`src/rtl/vend_ctrl_if.sv`:
```
`default_nettype none
// ============================================================================
// vend_ctrl_if : coin-validator inputs and actuator outputs of vend_ctrl
// Revision     : 1.0  (VEND_SALES_COUNT_EN adds sales_cnt)
// ============================================================================
interface vend_ctrl_if #(
  parameter int CREDIT_W = 4
) ();
  logic                coin_valid;
  logic [1:0]          coin_type;
  logic                cancel;
  logic                dispense;
  logic                change_out;
  logic                coin_reject;
  logic [CREDIT_W-1:0] credit;
  logic                busy;
`ifdef VEND_SALES_COUNT_EN
  logic [15:0]         sales_cnt;

  modport master (
    output coin_valid, coin_type, cancel,
    input  dispense, change_out, coin_reject, credit, busy, sales_cnt
  );
  modport slave (
    input  coin_valid, coin_type, cancel,
    output dispense, change_out, coin_reject, credit, busy, sales_cnt
  );
`else
  modport master (
    output coin_valid, coin_type, cancel,
    input  dispense, change_out, coin_reject, credit, busy
  );
  modport slave (
    input  coin_valid, coin_type, cancel,
    output dispense, change_out, coin_reject, credit, busy
  );
`endif
endinterface
`default_nettype wire

```
`src/rtl/vend_ctrl.sv`:
```
`default_nettype none
// ============================================================================
// vend_ctrl : coin-operated vending controller (credit, dispense, change)
// Revision  : 1.0  (optional VEND_SALES_COUNT_EN: saturating sales counter)
// ============================================================================
module vend_ctrl #(
  parameter int PRICE           = 3,
  parameter int MAX_CREDIT      = 6,
  parameter int CREDIT_W        = 4,
  parameter int DISPENSE_CYCLES = 4
) (
  input  wire logic  clk,
  input  wire logic  rst_n,
  vend_ctrl_if.slave bus
);
  localparam int TIMER_W = (DISPENSE_CYCLES > 1) ? $clog2(DISPENSE_CYCLES) : 1;
  localparam logic [CREDIT_W:0]  PRICE_X    = (CREDIT_W+1)'(PRICE);
  localparam logic [CREDIT_W:0]  MAX_X      = (CREDIT_W+1)'(MAX_CREDIT);
  localparam logic [TIMER_W-1:0] TIMER_LOAD = TIMER_W'(DISPENSE_CYCLES - 1);
  localparam logic [CREDIT_W-1:0] ONE       = CREDIT_W'(1);

  typedef enum logic [1:0] {
    ST_IDLE     = 2'd0,
    ST_COLLECT  = 2'd1,
    ST_DISPENSE = 2'd2,
    ST_CHANGE   = 2'd3
  } state_t;

  state_t              state_q, state_d;
  logic [CREDIT_W-1:0] credit_q, credit_d;
  logic [TIMER_W-1:0]  timer_q, timer_d;
  logic                dispense_q, dispense_d;
  logic                change_q, change_d;
  logic                reject_q, reject_d;
  logic                busy_q, busy_d;
  logic [1:0]          coin_units;
  logic [CREDIT_W:0]   sum_x;

  always_comb begin
    case (bus.coin_type)
      2'b01:   coin_units = 2'd1;
      2'b10:   coin_units = 2'd2;
      default: coin_units = 2'd0;
    endcase
    // One extra bit so an over-limit coin is caught instead of wrapping.
    sum_x = {1'b0, credit_q} + {{(CREDIT_W-1){1'b0}}, coin_units};

    state_d    = state_q;
    credit_d   = credit_q;
    timer_d    = timer_q;
    dispense_d = 1'b0;
    change_d   = 1'b0;
    reject_d   = 1'b0;

    case (state_q)
      ST_IDLE, ST_COLLECT: begin
        if (bus.cancel) begin
          reject_d = bus.coin_valid;
          if (state_q == ST_COLLECT) begin
            state_d  = ST_CHANGE;
            change_d = 1'b1;
            credit_d = credit_q - ONE;
          end
        end else if (bus.coin_valid) begin
          if (coin_units != 2'd0 && sum_x <= MAX_X) begin
            if (sum_x >= PRICE_X) begin
              state_d    = ST_DISPENSE;
              credit_d   = CREDIT_W'(sum_x - PRICE_X);
              dispense_d = 1'b1;
              timer_d    = TIMER_LOAD;
            end else begin
              state_d  = ST_COLLECT;
              credit_d = CREDIT_W'(sum_x);
            end
          end else begin
            reject_d = 1'b1;
          end
        end
      end
      ST_DISPENSE: begin
        reject_d = bus.coin_valid;
        if (timer_q == '0) begin
          if (credit_q != '0) begin
            state_d  = ST_CHANGE;
            change_d = 1'b1;
            credit_d = credit_q - ONE;
          end else begin
            state_d = ST_IDLE;
          end
        end else begin
          timer_d    = timer_q - TIMER_W'(1);
          dispense_d = 1'b1;
        end
      end
      ST_CHANGE: begin
        reject_d = bus.coin_valid;
        // Credit already reflects the pulse on the wire; 0 here means it was the last.
        if (change_q) begin
          if (credit_q == '0) state_d = ST_IDLE;
        end else begin
          change_d = 1'b1;
          credit_d = credit_q - ONE;
        end
      end
    endcase

    busy_d = (state_d == ST_DISPENSE) || (state_d == ST_CHANGE);
  end

  always_ff @(posedge clk) begin
    if (!rst_n) begin
      state_q    <= ST_IDLE;
      credit_q   <= '0;
      timer_q    <= '0;
      dispense_q <= 1'b0;
      change_q   <= 1'b0;
      reject_q   <= 1'b0;
      busy_q     <= 1'b0;
    end else begin
      state_q    <= state_d;
      credit_q   <= credit_d;
      timer_q    <= timer_d;
      dispense_q <= dispense_d;
      change_q   <= change_d;
      reject_q   <= reject_d;
      busy_q     <= busy_d;
    end
  end

`ifdef VEND_SALES_COUNT_EN
  logic [15:0] sales_q, sales_d;

  always_comb begin
    sales_d = sales_q;
    if (state_d == ST_DISPENSE && state_q != ST_DISPENSE && sales_q != 16'hFFFF)
      sales_d = sales_q + 16'd1;
  end

  always_ff @(posedge clk) begin
    if (!rst_n) sales_q <= 16'd0;
    else        sales_q <= sales_d;
  end

  assign bus.sales_cnt = sales_q;
`endif

  assign bus.dispense    = dispense_q;
  assign bus.change_out  = change_q;
  assign bus.coin_reject = reject_q;
  assign bus.credit      = credit_q;
  assign bus.busy        = busy_q;
endmodule
`default_nettype wire
```
`src/flat_wrapper.sv`:
```
// flat-port wrapper written by rule: the top's interface ports become plain ports
module vend_ctrl_flat 
#(
  parameter int PRICE           = 3,
  parameter int MAX_CREDIT      = 6,
  parameter int CREDIT_W        = 4,
  parameter int DISPENSE_CYCLES = 4
)
  (clk, rst_n, bus_coin_valid, bus_coin_type, bus_cancel, bus_dispense, bus_change_out, bus_coin_reject, bus_credit, bus_busy);
  vend_ctrl_if #(.CREDIT_W(CREDIT_W)) bus_i ();
  input  wire logic clk;
  input  wire logic rst_n;
  input wire logic [$bits(bus_i.coin_valid)-1:0] bus_coin_valid;
  input wire logic [$bits(bus_i.coin_type)-1:0] bus_coin_type;
  input wire logic [$bits(bus_i.cancel)-1:0] bus_cancel;
  output wire logic [$bits(bus_i.dispense)-1:0] bus_dispense;
  output wire logic [$bits(bus_i.change_out)-1:0] bus_change_out;
  output wire logic [$bits(bus_i.coin_reject)-1:0] bus_coin_reject;
  output wire logic [$bits(bus_i.credit)-1:0] bus_credit;
  output wire logic [$bits(bus_i.busy)-1:0] bus_busy;
  assign bus_i.coin_valid = bus_coin_valid;
  assign bus_i.coin_type = bus_coin_type;
  assign bus_i.cancel = bus_cancel;
  assign bus_dispense = bus_i.dispense;
  assign bus_change_out = bus_i.change_out;
  assign bus_coin_reject = bus_i.coin_reject;
  assign bus_credit = bus_i.credit;
  assign bus_busy = bus_i.busy;
  vend_ctrl #(.PRICE(PRICE), .MAX_CREDIT(MAX_CREDIT), .CREDIT_W(CREDIT_W), .DISPENSE_CYCLES(DISPENSE_CYCLES)) u_core (.clk(clk), .rst_n(rst_n), .bus(bus_i));
endmodule
```
`config.mk`:
```
export PLATFORM = sky130hd
export DESIGN_NAME = vend_ctrl_flat
export DESIGN_NICKNAME = d
export VERILOG_FILES = /design/src/rtl/vend_ctrl_if.sv /design/src/rtl/vend_ctrl.sv /design/src/flat_wrapper.sv
export SDC_FILE = /design/constraint.sdc
export NUM_CORES = 1
export LEC_CHECK = 0
export CORE_ASPECT_RATIO = 0.9
export CORE_MARGIN = 3
export CORE_UTILIZATION = 53
export DETAILED_ROUTE_END_ITERATION = 7
export PLACE_DENSITY = 0.85
export SETUP_SLACK_MARGIN = 0.5
export SYNTH_ARGS = -nofsm -noshare
export SYNTH_HDL_FRONTEND = slang
export SYNTH_SLANG_ARGS = --single-unit
```
`constraint.sdc`:
```
create_clock -name clk -period 3.85 [get_ports clk]
set_clock_uncertainty 0.15 [all_clocks]
set_input_delay 0.9625 -clock clk [delete_from_list [all_inputs] [get_ports clk]]
set_output_delay 0.9625 -clock clk [all_outputs]
set_load 0.05 [all_outputs]
```
# == Word-level counts from Yosys, hierarchy flattened ==
# Cells that the tools add are included.
# word_totals
reg_bits,12
in_bits,6
output_inout_bits,8
elab_cells,85
# op_classes
addsub,4
magnitude_cmp,2
n_eq_ne,18
mux,42
n_reduce_logical,12
# ops
operator,n
$mux 4,8
$mux 2,14
$mux 1,13
$pmux 4 s3,1
$reduce_and 6->1,2
$eq 2x2->1 const B,5
$ne 2x1->1 const B,4
$ne 2x2->1 const B,4
$pmux 2 s2,2
$ne 3x2->1 const B,2
$pmux 2 s3,1
$add 4x2->5,1
$ge 5x2->1 const B,1
$le 5x3->1 const B,1
$eq 2x1->1 const B,2
$logic_not 2->1,2
$logic_not 4->1,1
$pmux 1 s2,2
$reduce_bool 2->1,2
$reduce_bool 4->1,1
$reduce_or 2->1,2
$sub 4x1->4 const B,1
$sub 4x2->4 const B,1
$ne 3x3->1 const B,1
4 further kinds,4

# == Depth between registers and ports, before layout ==
# logic_depth
ltp_word,11
ltp_mapped,10
mapped_depth_nobuf,10

# == Least setup slack after synthesis ==
# No wires, ideal clock.
# synth_path
kind,input to register
start,input bus_coin_type[1]
end,"register u_core.credit_q[2], in the netlist u_core.bus.credit[2]"
arrival_ns,3.253
required_time_ns,3.630
path_slack_ns,0.377
cell_stages,10
path_buffers,0
path_cell_list,inv_1 ha_1 ha_1 fa_1 ha_1 or2_2 o211ai_1 o21ai_0 or4_1 a21oi_1
# synth_via
elab_chain_cells,9
# synth_rtl
element,line_no,text
start: declaration,flat_wrapper.sv:14,input wire logic [$bits(bus_i.coin_type)-1:0] bus_coin_type;
$eq 2x2->1 or $eq 2x1->1 (tied branches),vend_ctrl.sv:40,case (bus.coin_type)
$pmux 2 s2 *,vend_ctrl.sv:40,
$add 4x2->5,vend_ctrl.sv:46,"sum_x = {1'b0, credit_q} + {{(CREDIT_W-1){1'b0}}, coin_units};"
$sub 4x2->4 or $ge 5x2->1 (tied branches),"vend_ctrl.sv:68, vend_ctrl.sv:66",
$mux 4,vend_ctrl.sv:66,if (sum_x >= PRICE_X) begin
$mux 4,vend_ctrl.sv:65,if (coin_units != 2'd0 && sum_x <= MAX_X) begin
$mux 4,vend_ctrl.sv:64,end else if (bus.coin_valid) begin
$mux 4,vend_ctrl.sv:57,if (bus.cancel) begin
$pmux 4 s3,vend_ctrl.sv:55,case (state_q)
end signal: assignment,vend_ctrl.sv:121,credit_q <= credit_d;
end: declaration,vend_ctrl.sv:30,"logic [CREDIT_W-1:0] credit_q, credit_d;"
# Mark *: on every way between the ends. The rest lies on a longest branch, timed or not. The select of a mux whose other input is x is not followed.
# A chain may end at the register's enable or synchronous reset.

# == Worst setup path in the final report ==
# Same ends and word-level chain as after synthesis.

==> out/metrics.csv <==
stage;metric;value;unit
floorplanning;core_area;1717;um^2
clock_network;cts_buffers;3;
layout;syn2layout_area_growth;30.13;%
synth;ys_seq_elements;11;
worst_setup_path;worstReg2RegStart;u_core.bus.credit[0];
power_and_ir_drop;power;690.9;uW
global_route;first_global_vias;947;
floorplanning;start_util;57.58;%
worst_setup_path;critPathArrivalTime;3.34;ns
synth;synth_commonest_cells;a21oi_1, inv_1, dfxtp_1, ha_1, nor2_1;
clock_network;insertion_delay;0.26;ns
clock_network;cts_hold_buf;0;
route;wl_per_cell;16.63;um
timing;finalHoldViolCount;0;
layout;antenna_cells;0;
timing;fin_crit_sh;85.55;%
worst_setup_path;reg2reg_depth;9;
layout;multiInputGateArea;747.0;um^2
floorplanning;die_w;51.52;um
worst_setup_path;critPathRequiredTime;3.90;ns
global_route;grt_usage;23.86;%
placed_design;gp_congestion;0.8793;
global_route;grt_max_degree;15;
timing;setup_viol;0;
global_route;grt_overflow;0;
synth;synth_cells;123;
route;drt_iter0_drc;59;
worst_setup_path;worstPathMaxFanout;6;
hold_path;hold_path.class;flop to flop;
hold_path;min_from;u_core.timer_q[1];
placed_design;hpwl;1.872;mm
synth;synth_area_leader_cell;dfxtp_1;
synth;yosysSeqAreaShare;22.28;%
worst_setup_path;worst_setup_path_end_kind;flop;
worst_setup_path;rr_endpoint;u_core.bus.credit[2];
floorplanning;die-area;2420;um^2
floorplanning;ios;14;
placed_design;port-buffer-count;13;
worst_setup_path;cp-start-kind;input port;
route;drt-vias-per-instance;6.395;
global_route;antenna_found_initial;0;
layout;fill_cells;138;
global_route;grt_pass1_wl;4.264;mm
route;wirelength;2.860;mm
power_and_ir_drop;power_leakage;0.0005256;uW
layout;nets;164;
synth;async_reset_ff_share;0;%
synth;yosysTopAreaCellShare;22.28;%
worst_setup_path;crit_top_cell;ha_4;
route;drc;0;
timing;slew_headroom;61.61;%
clock_network;cts-root-buf;clkbuf_4;
synth;ys_types;45;
synth;syn_area;988.4;um^2
worst_setup_path;slowest_stage;fa_2;
layout;final-seq-area;220.2;um^2
clock_network;clk_pin_slew;0.06;ns
synth;synth.avg_cell_area;8.036;um^2
flow_run;drv_cap;0;
hold_path;hold_path_end;u_core.timer_q[1];
worst_setup_path;ff2ff_setup_slack;1.10;ns
synth;synth_edf_count;0;
synth;yosysWarnings;0;
worst_setup_path;max_stage_delay;0.57;ns
timing;drv_slew;0;
layout;drive_gt1_share;25.68;%
route;drtPass1Iterations;4;
clock_network;h-tree-depth;1;
synth;syn_nets;138;
timing;grt_setup_unrepaired;no;
hold_path;holdPathStages;1;
route;drtAntennaViolNets;0;
synth;synthFlopType;dfxtp_1;
clock_network;cts_tree;yes;
route;vias;1100;
clock_network;numClockSinks;11;
clock_network;clk_path_buf_depth;2;
worst_setup_path;crit_type;input port to flop;
power_and_ir_drop;power.density;537.2;nW/um^2
timing;timing.fmax;303.6;MHz
power_and_ir_drop;ir_worst_vdd;0.3748;mV
timing;tightestPinTransition;0.5738;ns
synth;synth_area_leaders;dfxtp_1, ha_1, a21oi_1;
timing;fin_hold_ws;0.3197;ns
timing;finalCriticalPeriod;3.294;ns
run_status;status;complete, no violations;
floorplanning;die_h;46.97;um
floorplanning;row_count;14;
worst_setup_path;path_cells;buf_2 > inv_1 > ha_2 > ha_4 > fa_2 > ha_4 > nor3b_2 > o41a_1 > or4_4 > a21oi_2;
-- cell families (layout without fill, tap and decap cells) --
family / after synthesis / after routing / synth area share, %
compound gates: 46 / 46 / 34.68
xor+xnor: 1 / 1 / 0.8862
fa+ha+maj: 9 / 9 / 12.15
buf+inv: 17 / 42 / 7.974
flops: 11 / 11 / 22.28
mux: 1 / 1 / 1.013
simple gates: 38 / 38 / 21.01
-- stage by stage --
stage	setup WS (ns)	instance area (um^2)	setup TNS (ns)	utilization, %	std cells
6_report	0.5563	1286	0	74.93	172
3_5_place_dp	-0.03170	1202	-0.03704	70.04	164
4_1_cts	0.5534	1256	0	73.18	170
3_3_place_gp	0.04897	1202	0	70.04	164
2_1_floorplan	0.5062	1012	0	-	123
5_1_grt	0.4869	1286	0	74.93	172
-- cell type report --
| class | instances | share of cell area (%) |
|---|---|---|
| clock buffers | 4 | 2.043 |
| inverters | 12 | 3.502 |
| well taps | 24 | 2.335 |
| repair buffers | 26 | 16.93 |
| flip-flops and latches | 11 | 17.12 |
| multi-input cells | 95 | 58.07 |
-- critical path: cells and delay by family --
kind	cells	cell delay, ns
simple gates	2	0.56
buf+inv	2	0.13
compound gates	2	0.62
fa+ha+maj	4	1.05
-- layout by cell type, fill, tap and decap left out, types with 4 or more instances in the layout --
| master | instances |
|---|---|
| nor3_1 | 5 |
| o21ai_0 | 5 |
| ha_1 | 4 |
| nor2_1 | 8 |
| a21oi_1 | 11 |
| dfxtp_1 | 11 |
| inv_1 | 12 |
| nand2_1 | 5 |
| buf_4 | 13 |
| clkdlybuf4s50_1 | 11 |
-- repair_timing --
action,4_1_cts,5_1_grt
gates resized for setup,7,8
pin swaps,7,7
buffers inserted,2,2
endpoints found under the setup margin,10,2
-- power by group --
part,leakage (uW),internal [uW],switching [uW]
sequential,0.0000902,133,46.3
combinational,0.000421,194,243
clock,0.0000150,40.0,33.9
-- how the worst max path moves through the flow --
stage	start	endpoint	slack, ns
floorplan	bus_coin_type[1]	u_core.bus.credit[2]	0.51
global route	bus_coin_type[1]	u_core.bus.credit[2]	0.49
global placement	bus_coin_type[1]	u_core.bus.credit[2]	0.05
finish	bus_coin_type[1]	u_core.bus.credit[2]	0.56
CTS	bus_coin_type[0]	u_core.bus.credit[2]	0.55
detailed placement	bus_coin_type[1]	u_core.bus.credit[2]	-0.03
-- metal layers --
metal	vias to the layer above	wire (um)	track usage, %
li1	512	-	-
met1	493	1200	31.93
met2	80	1259	36.55
met3	15	320	6.349
met4	0	80	10.47
met5	-	0	0
No activity file was read; power rests on OpenSTA's default activity.
